## src/rtl/fir_pkg.sv

```systemverilog
// rtl/fir_pkg.sv - shared types and constants for the symmetric FIR datapath
package fir_pkg;

  // Frame length shared by frame_serializer and pingpong_buf; both sides must agree.
  localparam int FIR_MAX_COUNT = 64;

  typedef enum logic [1:0] {
    S_IDLE,
    S_SHIFT,
    S_SWITCH
  } ser_state_t;

endpackage

```

## src/rtl/frame_serializer.sv

```systemverilog
// rtl/frame_serializer.sv - parallel-to-serial framer feeding pingpong_buf
module frame_serializer
  import fir_pkg::*;
#(
  parameter int DATA_W    = 16,
  parameter int MAX_COUNT = FIR_MAX_COUNT
) (
  input  logic              clk,
  input  logic              rst,
  input  logic              enable,
  input  logic [DATA_W-1:0] s_data,
  input  logic              s_valid,
  output logic              s_ready,
  output logic              bit_out,
  output logic              bit_valid,
  output logic              switch,
  output logic              underrun
);

  localparam int BW = (DATA_W > 1) ? $clog2(DATA_W) : 1;
  localparam int FW = (MAX_COUNT > 1) ? $clog2(MAX_COUNT) : 1;
  localparam logic [BW-1:0] BIT_LAST   = BW'(DATA_W - 1);
  localparam logic [FW-1:0] FRAME_LAST = FW'(MAX_COUNT - 1);

  // A frame must hold a whole number of words, otherwise reload and frame end drift apart.
  if ((MAX_COUNT % DATA_W) != 0 || MAX_COUNT < DATA_W) begin : g_bad_cfg
    $error("frame_serializer: MAX_COUNT must be a non-zero multiple of DATA_W");
  end

  ser_state_t        state_q, state_d;
  logic [DATA_W-1:0] hold_q, hold_d;
  logic              hold_full_q, hold_full_d;
  logic [DATA_W-1:0] shift_q, shift_d;
  logic [BW-1:0]     bit_cnt_q, bit_cnt_d;
  logic [FW-1:0]     frame_cnt_q, frame_cnt_d;
  logic              underrun_q, underrun_d;
  logic              s_ready_q;
  logic              accept;

  assign s_ready  = s_ready_q;
  assign underrun = underrun_q;

  // Next-state, holding-register and serial output logic.
  always_comb begin
    state_d     = state_q;
    hold_d      = hold_q;
    hold_full_d = hold_full_q;
    shift_d     = shift_q;
    bit_cnt_d   = bit_cnt_q;
    frame_cnt_d = frame_cnt_q;
    underrun_d  = underrun_q;
    bit_out     = 1'b0;
    bit_valid   = 1'b0;
    switch      = 1'b0;

    // s_ready is low whenever hold is full, so an accept never collides with a load below.
    accept = s_valid && s_ready_q;
    if (accept) begin
      hold_d      = s_data;
      hold_full_d = 1'b1;
    end

    case (state_q)
      S_IDLE: begin
        if (enable && hold_full_q) begin
          shift_d     = hold_q;
          hold_full_d = 1'b0;
          bit_cnt_d   = '0;
          frame_cnt_d = '0;
          state_d     = S_SHIFT;
        end
      end

      S_SHIFT: begin
        bit_out     = shift_q[DATA_W-1];
        bit_valid   = 1'b1;
        shift_d     = shift_q << 1;
        bit_cnt_d   = bit_cnt_q + BW'(1);
        frame_cnt_d = frame_cnt_q + FW'(1);
        if (bit_cnt_q == BIT_LAST) begin
          bit_cnt_d = '0;
          if (frame_cnt_q == FRAME_LAST) begin
            // The next word waits in hold until the switch cycle decides whether to continue.
            frame_cnt_d = '0;
            state_d     = S_SWITCH;
          end else if (hold_full_q) begin
            shift_d     = hold_q;
            hold_full_d = 1'b0;
          end else begin
            // Starved mid-frame: pad with zeros so the frame length never changes.
            shift_d    = '0;
            underrun_d = 1'b1;
          end
        end
      end

      S_SWITCH: begin
        switch      = 1'b1;
        bit_cnt_d   = '0;
        frame_cnt_d = '0;
        if (enable) begin
          state_d = S_SHIFT;
          if (hold_full_q) begin
            shift_d     = hold_q;
            hold_full_d = 1'b0;
          end else begin
            shift_d    = '0;
            underrun_d = 1'b1;
          end
        end else begin
          state_d = S_IDLE;
        end
      end

      default: state_d = S_IDLE;
    endcase
  end

  // State and datapath registers; reset abandons any partial frame and drops the held word.
  always_ff @(posedge clk) begin
    if (rst) begin
      state_q     <= S_IDLE;
      hold_q      <= '0;
      hold_full_q <= 1'b0;
      shift_q     <= '0;
      bit_cnt_q   <= '0;
      frame_cnt_q <= '0;
      underrun_q  <= 1'b0;
      s_ready_q   <= 1'b0;
    end else begin
      state_q     <= state_d;
      hold_q      <= hold_d;
      hold_full_q <= hold_full_d;
      shift_q     <= shift_d;
      bit_cnt_q   <= bit_cnt_d;
      frame_cnt_q <= frame_cnt_d;
      underrun_q  <= underrun_d;
      s_ready_q   <= !hold_full_d;
    end
  end

endmodule

```

## config.mk

```make
export PLATFORM = sky130hd
export DESIGN_NAME = frame_serializer
export DESIGN_NICKNAME = d
export VERILOG_FILES = /design/src/rtl/fir_pkg.sv /design/src/rtl/frame_serializer.sv
export SDC_FILE = /design/constraint.sdc
export NUM_CORES = 1
export LEC_CHECK = 0
export CORE_UTILIZATION = 40
export CTS_BUF_LIST = sky130_fd_sc_hd__clkbuf_8
export CTS_CLUSTER_DIAMETER = 40
export DETAILED_ROUTE_END_ITERATION = 12
export PLACE_DENSITY = 0.7
export SLEW_MARGIN = 30
export SYNTH_ARGS = -nofsm -noshare
export SYNTH_HDL_FRONTEND = slang
export SYNTH_SLANG_ARGS = --single-unit
export TNS_END_PERCENT = 50
```

## constraint.sdc

```tcl
create_clock -name clk -period 2.47 [get_ports clk]
set_input_delay 0.494 -clock clk [delete_from_list [all_inputs] [get_ports clk]]
set_output_delay 0.494 -clock clk [all_outputs]
set_load 0.01 [all_outputs]
```

==> results of run 1 <==
==> metrics by stage <==
stage | utilization [%] | power, mW | instances | setup WS [ps] | hold slack (ps)
floorplan | - | 1.70 | 275 | 828 | 433
global placement | 47.9 | 1.93 | 355 | 417 | 441
detailed placement | 47.9 | 1.94 | 355 | 430 | 444
CTS | 49.8 | 2.45 | 363 | 198 | 456
global route | 49.8 | 2.61 | 363 | 138 | 469
finish | 49.8 | 2.44 | 363 | 206 | 457
==> cells in the mapped netlist (2+ instances only) <==
master / n / area, µm²
dfxtp_1: 47 / 941
nand2_1: 46 / 173
a21oi_1: 27 / 135
nor2_1: 25 / 93.8
a211oi_1: 16 / 120
a31oi_1: 16 / 100
o21ai_0: 13 / 65.1
o21ai_1: 9 / 45.0
clkbuf_1: 8 / 30.0
ha_1: 6 / 75.1
inv_1: 6 / 22.5
nand3_1: 5 / 25.0
and2_1: 4 / 25.0
nor3_1: 4 / 20.0
buf_2: 3 / 15.0
buf_4: 3 / 22.5
xnor2_1: 3 / 26.3
a21o_1: 2 / 15.0
buf_1: 2 / 7.51
buf_6: 2 / 22.5
clkbuf_2: 2 / 10.0
nand3b_1: 2 / 15.0
nand4b_1: 2 / 17.5
nor2b_1: 2 / 12.5
nor4b_1: 2 / 17.5
or2_2: 2 / 12.5
==> routing by layer <==
metal | share of wire (%) | wire length, µm
met4 | 1.4 | 68
met5 | 0 | 0
met2 | 45 | 2250
met1 | 50 | 2500
met3 | 3.1 | 153
==> flip-flops by register name (all words and copies together) (netlist names) <==
| signal | cells |
|---|---|
| shift_q | 16 |
| state_q | 2 |
| s_ready | 1 |
| hold_full_q | 1 |
| frame_cnt_q | 6 |
| hold_q | 16 |
| underrun | 1 |
| bit_cnt_q | 4 |
==> worst paths after layout <==
path / start / end / slack, ps
setup / recovery: state_q[1] / bit_out / 210
hold / removal: hold_q[9] / hold_q[9] / 460
setup reg to reg: state_q[1] / shift_q[8] / 440
hold reg to reg: hold_q[9] / hold_q[9] / 460
==> critical path, cell delays in order (launching register included) <==
cell,delay [ps]
dfxtp_1,330
inv_1,90
ha_1,340
and2_1,180
clkdlybuf4s50_1,530
==> layout by cell type, fill, tap and decap left out, drive strengths merged, types with 3 or more instances in the layout <==
cell type / instances
a31oi: 17
dfxtp: 47
nand3: 6
a21oi: 27
ha: 6
nor2: 25
clkdlybuf4s50: 24
and2: 4
nand2: 46
inv: 7
o21ai: 22
buf: 6
a211oi: 17
clkbuf: 7
nor3: 4
xnor2: 3
==> cell type report <==
| type | count | area (µm²) | area share, % |
|---|---|---|---|
| Clock inverter | 1 | 3.75 | 0.144 |
| Inverter | 6 | 22.5 | 0.864 |
| Tap cell | 70 | 87.6 | 3.36 |
| Clock buffer | 7 | 96.3 | 3.69 |
| Multi-Input combinational cell | 202 | 1160 | 44.4 |
| Sequential cell | 47 | 941 | 36.1 |
| Timing Repair Buffer | 30 | 298 | 11.4 |
==> power breakdown <==
group,switching [mW],internal [mW]
Combinational,0.584,0.391
Sequential,0.0790,0.881
Clock,0.252,0.252
Total,0.915,1.52
==> kinds of logic after synthesis <==
| group | Yosys count | share of synthesized area (%) |
|---|---|---|
| simple gates | 101 | 21.5 |
| compound gates | 92 | 25.9 |
| flops | 47 | 42.2 |
| buf+inv | 26 | 5.84 |
| fa+ha+maj | 6 | 3.37 |
| xor+xnor | 3 | 1.18 |
==> metrics, run 1 <==
IO buf count 24; Worst Reg2Reg Path Length in Cells 6; setup total negative slack 0 ps; detailed-route wire length 4970 µm; CTS max path bufs 2; Worst Path Required 1980 ps; wire per inst 13.7 µm; core area 5240 µm²; ANT nets after route 0; status completed; Max Clock Freq 0.442 GHz; grt ovf 0; Rows 26; first-pass GRT wire length 8270 µm; Worst-path clk slew 90 ps; Hold WC Path Type register to register; WHS Path Cells 2; WS Path Type register to output pin; die footprint 5880 µm²; mapped cell area 2230 µm²; part of the Yosys area used for sequential elements 42.2%; First-pass DRT Iterations 4; Setup Skew 7.36 ps; global routing met3 resource utilization 3.69%; Slew Viols, Final 0; RSZ-0062 raised after global routing false; share of cells above drive strength 1 7.51%; async set-reset flop share out of synthesis 0%; CTS tree done; floorplan die width 76.7 µm; Post-Syn Nets 301; GPL Wtd Cong 0.864; time the worst path needs with I/O delays and setup 2260 ps; # setup viols final 0; Finished Cell Area 2610 µm²; CTS Buf Count 5; Num Clock Sinks 47; antenna violations before repair 0; Post-DP Area 2510 µm²; #FFs+latches synth 47; Nets 318; CP Max Fanout 9; met2 usage 27.1%; largest net degree at the start of global routing 21; Die Height 76.7 µm; clock root buffer master clkbuf_8; initial cell density of the core 42.6%; diode count 0; Max Cap Violations 0; Tightest Pin Transition 691 ps; CTS Hold Bufs 0; Power Dens Cells 936 nW/µm²; Total GRT Usage 17.4%; initial DRC count 148; IO Pins 25; Post-CTS Setup Bufs 0; vias per inst 5.44; period utilization 91.7%; GR Layer Usage met1 23.6%; Synth Warn # 0; hpwl dp 3300 µm; H-tree depth 2; post-synth cell types 42; Max-slew headroom 53.8%; Startpoint Class register; final hold violations 0; Post-synth EDFFs 0; arrival time worst endpoint 1770 ps; latest clock arrival within the worst-skew pair 300 ps; LEAKAGE 0.891 nW; DR vias 1973; ys flop type dfxtp_1; vias in the first global route 1782; CP endpoint kind output pin; FILL cells 518; PostCTS Resize Cnt 0; busiest grt layer met2; # DRC 0; P&R area growth vs syn 16.9%; worst vdd ir 430 µV; Post-Syn Instances 275; syn avg cell area 8.11 µm²
Note: power is estimated with default switching activity, not from simulation.
==> run 2: changes to the inputs <==
--- a/config.mk
+++ b/config.mk
@@ -5,11 +5,13 @@
 export SDC_FILE = /design/constraint.sdc
 export NUM_CORES = 1
 export LEC_CHECK = 0
+export CAP_MARGIN = 20
 export CORE_UTILIZATION = 40
 export CTS_BUF_LIST = sky130_fd_sc_hd__clkbuf_8
 export CTS_CLUSTER_DIAMETER = 40
 export DETAILED_ROUTE_END_ITERATION = 12
 export PLACE_DENSITY = 0.7
+export RECOVER_POWER = 50
 export SLEW_MARGIN = 30
 export SYNTH_ARGS = -nofsm -noshare
 export SYNTH_HDL_FRONTEND = slang
==> metrics, run 2 (same netlist as run 1, synthesis figures left out) <==
Worst-path clk slew 90 ps (about the same); ANT nets after route 0 (unchanged); antenna violations before repair 0 (unchanged); Tightest Pin Transition 881 ps (+190 ps); Core Util, Final 49.4% (-0.43 points); time the worst path needs with I/O delays and setup 2260 ps (-3.34 ps); vias in the first global route 1782 (unchanged); IO buf count 24 (unchanged); period utilization 91.5% (-0.14 points); worst vdd ir 426 µV (-0.90%); Nets 318 (unchanged); arrival time worst endpoint 1770 ps (about the same); floorplan die width 76.7 µm (unchanged); top flop regs hold_q x16, shift_q x16, frame_cnt_q x6; largest net degree at the start of global routing 21 (unchanged); most frequent cells in the layout 47 x dfxtp_1, 46 x nand2_1, 27 x a21oi_1; Rows 26 (unchanged); Num Clock Sinks 47 (unchanged); CTS Buf Count 5 (unchanged); PostCTS Resize Cnt 0 (unchanged); First-pass DRT Iterations 4 (unchanged); CTS max path bufs 2 (unchanged); detailed-route wire length 4990 µm (+0.30%); Hold WC Path Type register to register; WS Path Type register to output pin; grt ovf 0 (unchanged); P&R area growth vs syn 15.9%; Startpoint Class register; RSZ-0062 raised after global routing false; initial cell density of the core 42.6% (unchanged); DR vias 1988 (+0.76%); core area 5240 µm² (unchanged); Die Height 76.7 µm (unchanged); Max-slew headroom 41.3% (-13 points); cells along the critical path inv_1, ha_1, and2_1, clkdlybuf4s50_1; Max Cap Violations 0 (unchanged); initial DRC count 122 (-18%); vias per inst 5.48 (+0.76%); diode count 0 (unchanged); latest clock arrival within the worst-skew pair 300 ps (about the same); LEAKAGE 0.881 nW (-1.1%); crit-path max cell delay 530 ps (about the same); Setup Skew 7.49 ps (+0.132 ps); CTS Hold Bufs 0 (unchanged); Post-CTS Setup Bufs 0 (unchanged); hpwl dp 3300 µm (unchanged); Slew Viols, Final 0 (unchanged); setup total negative slack 0 ps (unchanged); H-tree depth 2 (unchanged); CTS tree done; IO Pins 25 (unchanged); wire per inst 13.7 µm (+0.30%); first-pass GRT wire length 8270 µm (unchanged); Power Dens Cells 939 nW/µm² (+0.42%); final hold violations 0 (unchanged); Total GRT Usage 17.4% (unchanged); share of cells above drive strength 1 6.14% (-1.4 points); CP endpoint kind output pin; Worst Path Required 1980 ps (about the same); Max Clock Freq 0.442 GHz (+0.15%); CP Max Fanout 9 (unchanged); die footprint 5880 µm² (unchanged); slowest CP cell clkdlybuf4s50_1; most common cell after layout, fill and taps aside dfxtp_1; clock root buffer master clkbuf_8; # setup viols final 0 (unchanged); # DRC 0 (unchanged); status completed; GPL Wtd Cong 0.864 (unchanged)
## run 2: worst max-delay path, delay by kind of cell (launching register included)
family,cells,cell delay [ps]
and+or+nand+nor,1,180
adders and majority gates,1,330
buffers and inverters,2,620
DFF,1,330
## run 2: stage by stage
step                      std cells  hold slack [ps]  total power, mW  area, µm²  worst slack (ps)
after floorplan                 275              433             1.70       2230               828
final                           363              456             2.43       2580               209
after detailed placement        355              444             1.94       2510               430
after global routing            363              469             2.60       2580               138
after CTS                       363              456             2.45       2610               198
after global placement          355              441             1.93       2510               417
## run 2: path summary, 6_finish.rpt
kind	startpoint	endpoint	slack [ps]	cells past startpoint
worst min-delay path	hold_q[9]	hold_q[9]	460	2
worst max-delay path	state_q[1]	bit_out	210	4
worst min register to register	hold_q[9]	hold_q[9]	460	2
worst max register to register	frame_cnt_q[0]	shift_q[8]	400	5
## run 2: final cells by class
cell class                      count  area [µm²]
Clock buffer                        7        96.3
Clock inverter                      1        3.75
Fill cell                         523        2650
Inverter                            6        22.5
Multi-Input combinational cell    202        1160
Sequential cell                    47         941
Tap cell                           70        87.6
Timing Repair Buffer               30         278
## run 2: where the power goes
part	switching (mW)	internal, mW
clock network	0.254	0.252
logic	0.583	0.379
registers	0.0794	0.882
## run 2: layer usage
metal	vias up	wire length (µm)	GRT usage, %
li1	1011	-	-
met1	946	2470	23.6
met2	24	2320	27.1
met3	7	126	3.69
met4	0	68	6.54
met5	-	0	0
